==> src/rtl/ocl_reg_master.sv <==
// Single-outstanding AXI-lite register master: one command in, one AXI-lite
// read or write out, one response back, with a per-phase handshake timeout.
module ocl_reg_master #(
  parameter int unsigned TIMEOUT_CYC = 255
) (
  input  logic        clk_main_a0,
  input  logic        rst_main,
  input  logic        cmd_valid,
  output logic        cmd_ready,
  input  logic        cmd_write,
  input  logic [31:0] cmd_addr,
  input  logic [31:0] cmd_wdata,
  output logic        rsp_valid,
  input  logic        rsp_ready,
  output logic [31:0] rsp_rdata,
  output logic [1:0]  rsp_resp,
  output logic        awvalid,
  input  logic        awready,
  output logic [31:0] awaddr,
  output logic        wvalid,
  input  logic        wready,
  output logic [31:0] wdata,
  output logic [3:0]  wstrb,
  input  logic        bvalid,
  output logic        bready,
  input  logic [1:0]  bresp,
  output logic        arvalid,
  input  logic        arready,
  output logic [31:0] araddr,
  input  logic        rvalid,
  output logic        rready,
  input  logic [31:0] rdata,
  input  logic [1:0]  rresp
);

  localparam logic [15:0] TMO_LIMIT = 16'(TIMEOUT_CYC);

  typedef enum logic [2:0] {IDLE, WR_REQ, WR_RESP, RD_REQ, RD_RESP, RSP} state_t;

  state_t      r_state;
  logic [15:0] r_cnt;
  logic        r_aw_done, r_w_done;
  logic        r_cmd_ready, r_awvalid, r_wvalid, r_bready;
  logic        r_arvalid, r_rready, r_rsp_valid;
  logic [31:0] r_awaddr, r_wdata, r_araddr, r_rsp_rdata;
  logic [1:0]  r_rsp_resp;

  logic [15:0] w_cnt_inc;
  logic        w_tmo, w_aw_fin, w_w_fin;

  assign w_cnt_inc = r_cnt + 16'd1;
  assign w_tmo     = (w_cnt_inc == TMO_LIMIT);
  // A channel counts as finished if it completed earlier or completes now.
  assign w_aw_fin  = r_aw_done | (r_awvalid & awready);
  assign w_w_fin   = r_w_done  | (r_wvalid  & wready);

  always_ff @(posedge clk_main_a0 or posedge rst_main) begin
    if (rst_main) begin
      r_state     <= IDLE;
      r_cnt       <= '0;
      r_aw_done   <= 1'b0;
      r_w_done    <= 1'b0;
      r_cmd_ready <= 1'b1;
      r_awvalid   <= 1'b0;
      r_wvalid    <= 1'b0;
      r_bready    <= 1'b0;
      r_arvalid   <= 1'b0;
      r_rready    <= 1'b0;
      r_rsp_valid <= 1'b0;
      r_awaddr    <= '0;
      r_wdata     <= '0;
      r_araddr    <= '0;
      r_rsp_rdata <= '0;
      r_rsp_resp  <= '0;
    end else begin
      case (r_state)
        IDLE: begin
          if (cmd_valid && r_cmd_ready) begin
            r_cmd_ready <= 1'b0;
            r_cnt       <= '0;
            r_aw_done   <= 1'b0;
            r_w_done    <= 1'b0;
            if (cmd_write) begin
              r_awaddr  <= cmd_addr;
              r_wdata   <= cmd_wdata;
              r_awvalid <= 1'b1;
              r_wvalid  <= 1'b1;
              r_state   <= WR_REQ;
            end else begin
              r_araddr  <= cmd_addr;
              r_arvalid <= 1'b1;
              r_state   <= RD_REQ;
            end
          end
        end
        WR_REQ: begin
          r_cnt <= w_cnt_inc;
          if (r_awvalid && awready) begin
            r_awvalid <= 1'b0;
            r_aw_done <= 1'b1;
          end
          if (r_wvalid && wready) begin
            r_wvalid <= 1'b0;
            r_w_done <= 1'b1;
          end
          if (w_aw_fin && w_w_fin) begin
            r_bready <= 1'b1;
            r_cnt    <= '0;
            r_state  <= WR_RESP;
          end else if (w_tmo) begin
            r_awvalid   <= 1'b0;
            r_wvalid    <= 1'b0;
            r_rsp_rdata <= '0;
            r_rsp_resp  <= 2'b11;
            r_rsp_valid <= 1'b1;
            r_state     <= RSP;
          end
        end
        WR_RESP: begin
          r_cnt <= w_cnt_inc;
          if (bvalid) begin
            r_bready    <= 1'b0;
            r_rsp_rdata <= '0;
            r_rsp_resp  <= bresp;
            r_rsp_valid <= 1'b1;
            r_state     <= RSP;
          end else if (w_tmo) begin
            r_bready    <= 1'b0;
            r_rsp_rdata <= '0;
            r_rsp_resp  <= 2'b11;
            r_rsp_valid <= 1'b1;
            r_state     <= RSP;
          end
        end
        RD_REQ: begin
          r_cnt <= w_cnt_inc;
          if (arready) begin
            r_arvalid <= 1'b0;
            r_rready  <= 1'b1;
            r_cnt     <= '0;
            r_state   <= RD_RESP;
          end else if (w_tmo) begin
            r_arvalid   <= 1'b0;
            r_rsp_rdata <= '0;
            r_rsp_resp  <= 2'b11;
            r_rsp_valid <= 1'b1;
            r_state     <= RSP;
          end
        end
        RD_RESP: begin
          r_cnt <= w_cnt_inc;
          if (rvalid) begin
            r_rready    <= 1'b0;
            r_rsp_rdata <= rdata;
            r_rsp_resp  <= rresp;
            r_rsp_valid <= 1'b1;
            r_state     <= RSP;
          end else if (w_tmo) begin
            r_rready    <= 1'b0;
            r_rsp_rdata <= '0;
            r_rsp_resp  <= 2'b11;
            r_rsp_valid <= 1'b1;
            r_state     <= RSP;
          end
        end
        RSP: begin
          if (rsp_ready) begin
            r_rsp_valid <= 1'b0;
            r_cmd_ready <= 1'b1;
            r_state     <= IDLE;
          end
        end
        default: begin
          r_cmd_ready <= 1'b1;
          r_state     <= IDLE;
        end
      endcase
    end
  end

  assign cmd_ready = r_cmd_ready;
  assign rsp_valid = r_rsp_valid;
  assign rsp_rdata = r_rsp_rdata;
  assign rsp_resp  = r_rsp_resp;
  assign awvalid   = r_awvalid;
  assign awaddr    = r_awaddr;
  assign wvalid    = r_wvalid;
  assign wdata     = r_wdata;
  assign wstrb     = 4'hF;
  assign bready    = r_bready;
  assign arvalid   = r_arvalid;
  assign araddr    = r_araddr;
  assign rready    = r_rready;

endmodule

==> config.mk <==
export PLATFORM = sky130hd
export DESIGN_NAME = ocl_reg_master
export DESIGN_NICKNAME = d
export VERILOG_FILES = /design/src/rtl/ocl_reg_master.sv
export SDC_FILE = /design/constraint.sdc
export NUM_CORES = 1
export LEC_CHECK = 0
export BUFFER_PORTS_ARGS = -buffer_cell sky130_fd_sc_hd__buf_2
export CORE_MARGIN = 5
export CORE_UTILIZATION = 50
export CTS_CLUSTER_SIZE = 10
export DETAILED_ROUTE_END_ITERATION = 12
export PLACE_DENSITY_LB_ADDON = 0.08
export RECOVER_POWER = 25
export SLEW_MARGIN = 20
export SYNTH_ARGS = -nofsm -noshare
export SYNTH_HDL_FRONTEND = slang
export SYNTH_SLANG_ARGS = --single-unit
==> constraint.sdc <==
create_clock -name clk_main_a0 -period 11.8 [get_ports clk_main_a0]
set_input_delay 0.59 -clock clk_main_a0 [delete_from_list [all_inputs] [get_ports clk_main_a0]]
set_output_delay 0.59 -clock clk_main_a0 [all_outputs]
set_load 0.01 [all_outputs]
==> metrics.txt <==
crit end category async pin; GRT Overall Usage 21.2%; Area Growth Syn to Fin 26.9%; Hold Path Sink wvalid$_DFFE_PP0P_; Synth top cells by count dfrtp_1, mux2_2, nand2_1; clock power share 22.8%; top cells by area, synth dfrtp_1, mux2_2, o21ai_0, a22oi_1, nand2_1; Int Pwr 1.48 mW; Finished Core Util 64.1%; Cell Area, Synth 6930 sq um; length in cells of the worst reg-to-reg path 7; max_cap viols 1; Row Count 43; fraction of registers with async set/reset 100%; Psw 0.848 mW; final period utilization 29.7%; P_leak 4.43 nW; crit path DAT 3.96 ns; WHS Path Cells 2; r2r setup slk 9.05 ns; CP max FO 97; Crit Reg-Reg Startpoint r_state[2]$_DFFE_PP0P_; CTS hold repair buffers 0; sequential share of power 38.1%; Core ar. 13700 sq um; vias 5414; Worst EP required 12.26 ns; Gate power share 39.0%; Fmax 285 MHz; Synth warnings 0; die area 16300 sq um; peak supply drop 0.000132 V; failing checks capacitance limit, slew limit; RSZ-0062 raised after global routing false; Synth Area per Inst 12.0 sq um; worst flop-to-flop path endpoint r_cnt[14]$_DFFE_PP0P_; Slew headroom -174%; Startpoint Class primary input; GRT Residual Overflow 0; Seq. cell area 3960 sq um; dominant synthesized flop cell dfrtp_1; power per standard cell area 265 nW/um^2; H-tree levels 4; number of synthesized flops with an enable pin 0; area of the multi-input gates 2760 sq um; placed cell area 8240 sq um; CTS tree built; Slew Viols, Final 98; number of DRC markers in iteration 0 341; final count of hold timing violations 0; CTS resizes 0; layout cells sized above 1 45.6%; sum of negative setup slack 0 ns; dpl hpwl 12.5 mm; clock sinks 158; worst slew pin tran 4.08 ns; synth unique cells 53; largest net degree at the start of global routing 98; CTS Buf Count 17; Setup CP Type primary input to async pin; Final Critical Period 3.50 ns; # Post-CTS Setup Buffers 0; Synth area leader dfrtp_1; 1st-pass router iterations 5; final WL 17.3 mm; Skew-Pair Late Insertion Delay 0.42 ns; Synth top area share 56.7%; Worst Skew 0.00755 ns; vias in the first global route 5577; fin nets 924; Finished Cell Area 8800 sq um; Seq/Total Area, Yosys 57.0%; final setup fails 0; HP Class primary input to flip-flop; initial core utilization 50.5%; residual DRC count 0; Sw Ratio 36.4%; status finished with violations; HP Start wready; DR vias/cell 5.39; Port Buffers 246; ANT nets after route 0; Yosys reg bits 158; Die W 128 microns; WL per Instance 17.2 microns; first-pass GRT wire length 27.7 mm; Clock transition at path regs 0.06 ns; Mapped Cells 580; Ports 251; initial antenna violation count 1; most frequent cell after synthesis dfrtp_1; routability congestion estimate 0.801; Max clock buf depth 2; clk root buf clkbuf_16; Layout fillers 1124; die extent in y 128 microns
## through the flow
step | power, mW | setup slack [ns] | cells | hold WS, ns
finish | 2.33 | 8.30 | 1004 | 0.387
global route | 2.49 | 7.42 | 1004 | 0.375
CTS | 2.36 | 9.12 | 1003 | 0.369
detailed placement | 1.82 | 9.15 | 971 | 0.488
global placement | 1.78 | 9.20 | 971 | 0.482
floorplan | 1.48 | 6.95 | 583 | 0.463
## flip-flops by register name, summed over array words and instances, names as in the netlist
| signal | cells |
|---|---|
| rsp_rdata | 32 |
| wdata | 32 |
| rsp_resp | 2 |
| awvalid | 1 |
| arvalid | 1 |
| bready | 1 |
| r_cnt | 16 |
| r_state | 3 |
| awaddr | 32 |
| r_aw_done | 1 |
| rsp_valid | 1 |
| wvalid | 1 |
| cmd_ready | 1 |
| r_w_done | 1 |
| araddr | 32 |
| rready | 1 |
## cell families (layout without fill, tap and decap cells)
logic type               count (synthesis)  after routing  share of synthesized area (%)
multiplexers                           103            103                           16.7
other                                    1              5                         0.0541
flip-flops                             158            158                           57.0
buffers and inverters                   51            291                           3.54
XOR/XNOR                                 7              7                          0.884
AND/OR/NAND/NOR                        120            120                           8.37
adder cells (fa/ha/maj)                  4              4                          0.722
AO/OA/AOI/OAI                          136            136                           12.7
## metal layers
metal / share of wire, % / track usage, %
met5: 0 / 0
met4: 2.6 / 8.80
met3: 7.6 / 5.71
met2: 50 / 35.2
met1: 40 / 26.4
## layout by cell type (no fill, tap or decap), types with 7 or more instances in the layout
master / instances
mux2_2: 99
nand3_1: 11
clkbuf_1: 16
nand2_1: 52
a21oi_1: 19
nor3_1: 7
buf_2: 230
o21ai_0: 48
inv_1: 8
clkbuf_16: 17
nor2_1: 18
a22oi_1: 32
dfrtp_1: 157
## worst max path at each step
stage	start	endpoint	slack, ns	depth (start not counted)
floorplan	rst_main	araddr[0]$_DFFE_PP0P_	6.95	1
global placement	r_cnt[1]$_DFFE_PP0P_	rsp_rdata[17]$_DFFE_PP0P_	9.20	8
detailed placement	r_cnt[1]$_DFFE_PP0P_	rsp_rdata[3]$_DFFE_PP0P_	9.15	8
CTS	r_cnt[1]$_DFFE_PP0P_	rsp_rdata[12]$_DFFE_PP0P_	9.12	8
global route	rst_main	rsp_rdata[22]$_DFFE_PP0P_	7.42	3
finish	rst_main	rsp_rdata[2]$_DFFE_PP0P_	8.30	3
## power groups by stage
stage          clock (mW)  combinational, mW  sequential [mW]
2_1_floorplan           0              0.522            0.954
3_3_place_gp            0              0.903            0.882
3_5_place_dp            0              0.926            0.892
4_1_cts             0.542              0.928            0.888
5_1_grt             0.564               1.01            0.915
6_report            0.532              0.910            0.889
## cell type report
cell class / instances / share of cell area [%]
Sequential cell: 158 / 44.9
Multi-Input combinational cell: 374 / 31.3
Timing Repair Buffer: 250 / 14.1
Clock buffer: 21 / 5.46
Tap cell: 180 / 2.56
Clock inverter: 11 / 1.19
Inverter: 9 / 0.398
Antenna cell: 1 / 0.0284
## worst max-delay path, stage by stage
cell and delay, ns:
buf_2 0.10, clkinvlp_2 2.29, buf_4 0.91
(Power assumes the default switching activity.)
